### config.mk
export PLATFORM = sky130hd
export DESIGN_NAME = ray_nearest_hit_scheduler
export DESIGN_NICKNAME = d
export VERILOG_FILES = /design/src/rtl/ray_nearest_hit_scheduler.sv
export SDC_FILE = /design/constraint.sdc
export NUM_CORES = 1
export LEC_CHECK = 0
export ABC_CLOCK_PERIOD_IN_PS = 4200
export CORE_AREA = 2 2 401 403
export DETAILED_ROUTE_END_ITERATION = 7
export DIE_AREA = 0 0 403 405
export SLEW_MARGIN = 20
export SYNTH_ARGS = -nofsm -noshare
export SYNTH_HDL_FRONTEND = slang
export SYNTH_SLANG_ARGS = --single-unit
export TNS_END_PERCENT = 100
### constraint.sdc
create_clock -name clk -period 4.2 [get_ports clk]
set_input_delay 0.63 -clock clk [delete_from_list [all_inputs] [get_ports clk]]
set_output_delay 0.63 -clock clk [all_outputs]
set_load 0.01 [all_outputs]
### src/rtl/ray_nearest_hit_scheduler.sv
// Nearest-hit scheduler: streams one ray against the object list through the intersection
// pipeline, counts in-order returns and keeps the closest accepted hit for the shading stage.
module ray_nearest_hit_scheduler #(
  parameter int          IDX_W      = 8,
  parameter int          PIPE_DEPTH = 84,
  parameter logic [31:0] MIN_DIST   = 32'h0000_4000
) (
  input  logic             clk,
  input  logic             rst,
  input  logic             ray_valid,
  output logic             ray_ready,
  input  logic [95:0]      ray_origin,
  input  logic [95:0]      ray_direction,
  input  logic [IDX_W:0]   num_objects,
  output logic [IDX_W-1:0] obj_addr,
  output logic             obj_rd,
  input  logic             obj_type,
  input  logic [95:0]      obj_pos,
  input  logic [95:0]      obj_vec,
  input  logic [31:0]      obj_r2,
  output logic             pipe_new_data,
  output logic             pipe_obj_type,
  output logic [95:0]      pipe_ray_origin,
  output logic [95:0]      pipe_ray_direction,
  output logic [95:0]      pipe_plane_origin,
  output logic [95:0]      pipe_plane_normal,
  output logic [95:0]      pipe_sphere_center,
  output logic [31:0]      pipe_sphere_r2,
  input  logic             pipe_was_hit,
  input  logic [31:0]      pipe_hit_dist,
  input  logic             pipe_output_valid,
  output logic             res_valid,
  input  logic             res_ready,
  output logic             res_hit,
  output logic [IDX_W-1:0] res_obj_idx,
  output logic [31:0]      res_dist
);

  // state  | meaning
  // FLUSH  | waiting out stale pipeline results after reset
  // IDLE   | ready for a new ray
  // ISSUE  | reading one object per cycle and feeding the pipeline
  // DRAIN  | all objects issued, waiting for the remaining returns
  // DONE   | result presented until the consumer takes it
  typedef enum logic [2:0] {
    ST_FLUSH,
    ST_IDLE,
    ST_ISSUE,
    ST_DRAIN,
    ST_DONE
  } state_e;

  localparam int               FL_W      = $clog2(PIPE_DEPTH + 1);
  localparam logic [FL_W-1:0]  FL_INIT   = FL_W'(PIPE_DEPTH);
  localparam logic [FL_W-1:0]  FL_ONE    = FL_W'(1);
  localparam logic [IDX_W:0]   CNT_ONE   = (IDX_W + 1)'(1);
  localparam logic [31:0]      DIST_NONE = 32'h7FFF_FFFF;

  state_e           state_q, state_d;
  logic [FL_W-1:0]  flush_cnt_q, flush_cnt_d;
  logic [IDX_W:0]   num_q, num_d;
  logic [IDX_W:0]   issue_cnt_q, issue_cnt_d;
  logic [IDX_W:0]   ret_cnt_q, ret_cnt_d;
  logic [95:0]      origin_q, origin_d;
  logic [95:0]      dir_q, dir_d;
  logic             best_hit_q, best_hit_d;
  logic [IDX_W-1:0] best_idx_q, best_idx_d;
  logic [31:0]      best_dist_q, best_dist_d;
  logic             new_data_q, new_data_d;
  logic             hit_ok;
  logic             returning;

  always_comb begin
    state_d     = state_q;
    flush_cnt_d = flush_cnt_q;
    num_d       = num_q;
    issue_cnt_d = issue_cnt_q;
    ret_cnt_d   = ret_cnt_q;
    origin_d    = origin_q;
    dir_d       = dir_q;
    best_hit_d  = best_hit_q;
    best_idx_d  = best_idx_q;
    best_dist_d = best_dist_q;
    new_data_d  = (state_q == ST_ISSUE);

    // Strict compare against the current best keeps the lower index on ties.
    hit_ok = pipe_was_hit
             && ($signed(pipe_hit_dist) > $signed(MIN_DIST))
             && ($signed(pipe_hit_dist) < $signed(best_dist_q));
    returning = pipe_output_valid && ((state_q == ST_ISSUE) || (state_q == ST_DRAIN));

    case (state_q)
      ST_FLUSH: begin
        if (flush_cnt_q <= FL_ONE) begin
          flush_cnt_d = '0;
          state_d     = ST_IDLE;
        end else begin
          flush_cnt_d = flush_cnt_q - FL_ONE;
        end
      end
      ST_IDLE: begin
        if (ray_valid) begin
          origin_d    = ray_origin;
          dir_d       = ray_direction;
          num_d       = num_objects;
          issue_cnt_d = '0;
          ret_cnt_d   = '0;
          best_hit_d  = 1'b0;
          best_idx_d  = '0;
          best_dist_d = DIST_NONE;
          // An empty scene passes through DRAIN, where the zero count completes at once.
          state_d     = (num_objects == '0) ? ST_DRAIN : ST_ISSUE;
        end
      end
      ST_ISSUE: begin
        if (issue_cnt_q == (num_q - CNT_ONE)) begin
          issue_cnt_d = '0;
          state_d     = ST_DRAIN;
        end else begin
          issue_cnt_d = issue_cnt_q + CNT_ONE;
        end
      end
      ST_DRAIN: begin
      end
      ST_DONE: begin
        if (res_ready) state_d = ST_IDLE;
      end
      default: state_d = ST_FLUSH;
    endcase

    if (returning) begin
      ret_cnt_d = ret_cnt_q + CNT_ONE;
      if (hit_ok) begin
        best_hit_d  = 1'b1;
        best_idx_d  = ret_cnt_q[IDX_W-1:0];
        best_dist_d = pipe_hit_dist;
      end
    end

    if ((state_q == ST_DRAIN) && (ret_cnt_d == num_q)) state_d = ST_DONE;
  end

  always_ff @(posedge clk) begin
    if (rst) begin
      state_q     <= ST_FLUSH;
      flush_cnt_q <= FL_INIT;
      num_q       <= '0;
      issue_cnt_q <= '0;
      ret_cnt_q   <= '0;
      origin_q    <= '0;
      dir_q       <= '0;
      best_hit_q  <= 1'b0;
      best_idx_q  <= '0;
      best_dist_q <= DIST_NONE;
      new_data_q  <= 1'b0;
    end else begin
      state_q     <= state_d;
      flush_cnt_q <= flush_cnt_d;
      num_q       <= num_d;
      issue_cnt_q <= issue_cnt_d;
      ret_cnt_q   <= ret_cnt_d;
      origin_q    <= origin_d;
      dir_q       <= dir_d;
      best_hit_q  <= best_hit_d;
      best_idx_q  <= best_idx_d;
      best_dist_q <= best_dist_d;
      new_data_q  <= new_data_d;
    end
  end

  assign ray_ready = (state_q == ST_IDLE);
  assign obj_rd    = (state_q == ST_ISSUE);
  assign obj_addr  = issue_cnt_q[IDX_W-1:0];

  // Object fields arrive from the RAM one cycle after the read, in step with new_data_q.
  assign pipe_new_data      = new_data_q;
  assign pipe_obj_type      = obj_type;
  assign pipe_ray_origin    = origin_q;
  assign pipe_ray_direction = dir_q;
  assign pipe_plane_origin  = obj_pos;
  assign pipe_plane_normal  = obj_vec;
  assign pipe_sphere_center = obj_pos;
  assign pipe_sphere_r2     = obj_r2;

  assign res_valid   = (state_q == ST_DONE);
  assign res_hit     = best_hit_q;
  assign res_obj_idx = best_idx_q;
  assign res_dist    = best_dist_q;

endmodule

# After elaboration in Yosys (flattened, before gate mapping)
# Cells that the tools add are included.
[classes]
n_shift = 0
n_eq_ne = 15
mux = 26
addsub = 4
order_cmp = 3
n_reduce_logical = 13
mul = 0
bitwise_logic = 1
div_mod_pow = 0
[ops]
columns = ["op", "n"]
rows = [
  ["32-bit 2-to-1 mux", 4],
  ["9-bit 2-to-1 mux", 5],
  ["32-bit by 16-bit > comparator with 1-bit output (second input constant)", 1],
  ["32-bit less-than comparator", 1],
  ["8-bit 2-to-1 mux", 4],
  ["9-bit by 1-bit adder with 9-bit output (second input constant)", 2],
  ["9-bit equality test", 2],
  ["9-bit one-hot mux with 2 select lines", 1],
  ["3-bit 2-to-1 mux", 5],
  ["3-bit one-hot mux with 5 select lines", 1],
  ["5-bit AND reduction", 2],
  ["9-bit logical NOT", 1],
  ["9-bit by 1-bit subtractor with 9-bit output (second input constant)", 1],
  ["7-bit by 1-bit <= comparator with 1-bit output (second input constant)", 1],
  ["7-bit 2-to-1 mux", 1],
  ["7-bit by 1-bit subtractor with 7-bit output (second input constant)", 1],
  ["3-bit by 2-bit equality test with 1-bit output (second input constant)", 2],
  ["2-bit by 1-bit != test with 1-bit output (second input constant)", 3],
  ["3-bit by 1-bit != test with 1-bit output (second input constant)", 2],
  ["1-bit 2-to-1 mux", 5],
  ["1-bit logical AND", 4],
  ["2-bit != test (second input constant)", 2],
  ["2-bit AND reduction", 2],
  ["3-bit by 1-bit equality test with 1-bit output (second input constant)", 1],
  ["8 further kinds", 8],
]
[word_totals]
latchBits = 0
ram_bits = 0
input_bits = 464
output_inout_bits = 566
rom_bits = 0
word_cells = 74
memories = 0
ff_bits = 271

# Depth between registers and ports, before layout
[depth]
depth_word = 8
depth_mapped = 11
ltp_nobuf = 9

# Worst setup path before layout
# Ideal clock, no wire load.
[synth_timing]
path_kind = "input-to-reg"
from = "in pipe_hit_dist[6]"
to = "reg best_dist_q[29] (netlist: res_dist[29])"
stages = 10
setup_time_ns = 0.117
n_path_buf = 2
setup_slack_ns = 1.582
arrival_time_ns = 2.501
required_time_ns = 4.083
path_cell_list = "ha_1 -> a211oi_1 -> a211oi_1 -> o31a_1 -> o211ai_1 -> nand4_1 -> or2_1 -> clkbuf_1 -> buf_6 -> o22a_1"
[synth_between]
elab_chain_cells = 5
elab_cells_between_ends = 6
cone_classes = "2 x order compare; 2 x mux; 2 x reduce/logical"
[synth_rtl]
columns = ["item", "line", "rtl"]
rows = [
  ["from (decl)", "30", "input logic [31:0] pipe_hit_dist,"],
  ["32-bit by 16-bit > comparator with 1-bit output", "88", "&& ($signed(pipe_hit_dist) > $signed(MIN_DIST))"],
  ["1-bit logical AND", "88", ""],
  ["1-bit logical AND (*)", "89", "&& ($signed(pipe_hit_dist) < $signed(best_dist_q));"],
  ["32-bit 2-to-1 mux (*)", "133", "if (hit_ok) begin"],
  ["32-bit 2-to-1 mux (*)", "131", "if (returning) begin"],
  ["to (signal assigned)", "166", "best_dist_q <= best_dist_d;"],
  ["to (decl)", "68", "logic [31:0] best_dist_q, best_dist_d;"],
]
# Mark *: on every way between the ends. The rest lies on a longest branch, timed or not.
# A chain may end at the register's enable or synchronous reset.

# Worst setup path after layout
[layout_timing]
from = "in pipe_hit_dist[30]"
to = "reg best_dist_q[8] (netlist: res_dist[8])"
# The elaborated chain is that of the path after synthesis.

==> run summary <==
Worst path bufs/invs: 2
Gr usage total: 7.97%
Area growth from synthesis to layout: 44.6%
Clock skew: 29.1 ps
Crit share post-route: 82.4%
CP max stage cell: nor4_1
MaxCap Viol Count: 0
Sequential-to-total area share from yosys stat: 40.7%
Final Wtd Congestion: 0.815
Cell Area, Synth: 13300 µm²
Hold Crit Class: reg -> reg
FP Rows: 147
Outcome: complete, no violations
Total power: 6.18 mW
Vias per inst: 3.03
Most common flop cell mapped by yosys: dfxtp_1
Internal: 4.69 mW
Hold WS: 446 ps
Critical path's largest stage delay: 790 ps
Ys Warns: 0
Worst slack, placed: 85.7 ps
Tmin final: 3460 ps
WS Path Type: in -> reg
Switching share of power: 24.2%
Peak VDD IR: 0.000268 V
Layout net count: 2286
Setup TNS: 0 ps
Finished Core Util: 12.1%
Hold Fails Final Rpt: 0
Drt first pass iters: 5
Num CTS Buffers: 37
Flop pwr share: 41.9%
Clk_lat worst skew: 580 ps
Commonest non-fill, non-tap cell in the layout: clkdlybuf4s50_1
# setup viols final: 0
Die Width: 403 µm
Worst slew pin tran: 1040 ps
Die Span Y: 405 µm
# clock sinks: 271
PD cells: 320 nW/µm²
Synth unique cells: 63
Leakage power: 6.24 nW
Design Area, Final: 19300 µm²
Synth Area per Inst: 7.99 µm²
Sw Pwr: 1.49 mW
Async SR Flop Fraction: 0%
Setup slack, reg-to-reg: 940 ps
Non-filler cells, final: 3901
Worst-path clk slew: 50 ps
Antenna viol nets, final: 0
Hold_buf cts: 0
Final WL: 68100 µm
Delay-heaviest family, CP: simple AND/OR/NAND/NOR gates
CP Data Arrival Time: 3970 ps
Crit Path Max Fanout: 32
Initial antenna violation count: 46
Remaining global-route overflow: 0
Clock group share of total power: 52.3%
Vias post-DR: 11821
Htree depth: 2
Synth Net Count: 2170
Vias in the first global route: 11586
RSZ-0062 raised after global routing: no
# port buffers: 483
Cell count after placement: 3833
PnR worst setup slack: 740 ps
Post-Place Cell Area: 18100 µm²
Worst-path cell chain: clkdlybuf4s50_1 > ha_1 > nand4_1 > nor4_1 > o211ai_1 > nand4_1 > or2_1 > buf_4 > o22a_1
Post-Syn Instances: 1670
DIE AREA: 163000 µm²
I/O pins: 1030
Longest Clk Path Bufs: 3
Layout cells sized above 1: 4.20%
CP Capture Type: flip-flop
Initial Util: 8.38%
Worst path most repeated cell: nand4_1
Number of flops mapped to enable cells by yosys: 0
Fillers: 18327
Clk root buf: clkbuf_16
Commonest non-fill, non-tap cells in the layout: 482 x clkdlybuf4s50_1, 424 x nand2_1, 271 x dfxtp_1
Dpl hpwl: 53800 µm
Max Slew Vio Count: 0
First-pass GRT wire length: 90700 µm
Setup bufs post-CTS: 0
CTS tree: done
Wirelength per Cell: 17.5 µm
Crit start category: input port
Initial DRC count: 583
Peak Freq: 289 MHz
Drt drc: 0
Core area: 159000 µm²
Yosys reg bits: 271
Worst Path Required: 4710 ps
Post-cts resize count: 0
Largest net degree at the start of global routing: 159
Relative slew slack: 30.6%
Comb power frac: 5.8%
[routing by layer]
layer,part of all wire (%),GRT usage [%]
met2,42,11.8
met5,0.56,1.37
met4,5.7,3.99
met1,34,7.63
met3,18,6.79
[sequential cells by signal, summed over array words and instances, names as in the netlist]
signal / cells
res_hit: 1
pipe_ray_direction: 96
pipe_new_data: 1
flush_cnt_q: 7
res_obj_idx: 8
num_q: 9
issue_cnt_q: 9
res_dist: 32
ret_cnt_q: 9
state_q: 3
pipe_ray_origin: 96
[cells in the mapped netlist, types with 2 or more instances]
master      n  area share (%)
xnor2_1    11            0.72
and4_1      2            0.13
nand3_1    11            0.41
a211oi_1    4            0.23
buf_4     330              19
nor3b_1     7            0.39
or3_1       2           0.094
nor3_1     20            0.75
and4b_1     2            0.15
mux2i_1     3            0.23
or2_2       2           0.094
nand2b_1    4            0.19
a22oi_1     2            0.11
buf_6       6            0.51
nor2_1     25            0.70
dfxtp_1   271              41
o21a_1      4            0.23
and3_1      4            0.19
nor2b_1     6            0.28
inv_1      57             1.6
a21o_1      3            0.17
nand3b_1    5            0.28
a211o_1     4            0.26
o21ai_0    10            0.38
o211ai_1    5            0.28
o21ai_1     2           0.075
ha_1       36             3.4
nand2_1   424              12
buf_2      10            0.38
buf_1       4            0.11
o22ai_1     9            0.42
o31ai_1     3            0.17
clkbuf_1   67             1.9
o41ai_1     2            0.13
xor2_1     10            0.66
o22a_1     31             2.0
nor4_1     11            0.52
or4_1       2            0.11
a21oi_1   224             8.4
nand4_1    12            0.56
[worst paths after layout]
check | from | endpoint | cells after the start
setup / recovery | pipe_hit_dist[30] | res_dist[8]$_SDFF_PP1_ | 9
hold / removal | res_obj_idx[1]$_SDFF_PP0_ | res_obj_idx[1]$_SDFF_PP0_ | 2
setup reg to reg | res_dist[28]$_SDFF_PP1_ | res_dist[8]$_SDFF_PP1_ | 9
hold reg to reg | res_obj_idx[1]$_SDFF_PP0_ | res_obj_idx[1]$_SDFF_PP0_ | 2
[area by class of cell]
cell class              count  area, µm²  share of cell area, %
diodes                      4       10.0                 0.0519
clock buffers              54       1100                   5.71
clock inverters            10        106                  0.551
inverters                  57        214                   1.11
multi-input cells         925       4870                   25.3
flip-flops and latches    271       5430                   28.1
well taps                2086       2610                   13.5
repair buffers            494       4960                   25.7
[power groups by stage]
| stage | combinational, mW | clock, mW | sequential (mW) |
|---|---|---|---|
| after floorplan | 0.398 | 0 | 2.64 |
| after global placement | 0.356 | 0 | 2.64 |
| after CTS | 0.361 | 3.41 | 2.59 |
| after global routing | 0.385 | 3.48 | 2.59 |
| after detailed placement | 0.358 | 0 | 2.65 |
| final | 0.357 | 3.24 | 2.59 |
[worst min-delay path, cell delays in order (launching register included)]
cell,delay (ps)
dfxtp_1,300
inv_1,50
o22ai_1,50
[cell families after synthesis]
logic type | synth area share (%)
compound gates | 13.9
xor+xnor | 1.38
fa+ha+maj | 3.38
buf+inv | 23.0
flops | 40.7
mux | 0.225
simple gates | 17.5
Note: power is estimated with default switching activity, not from simulation.
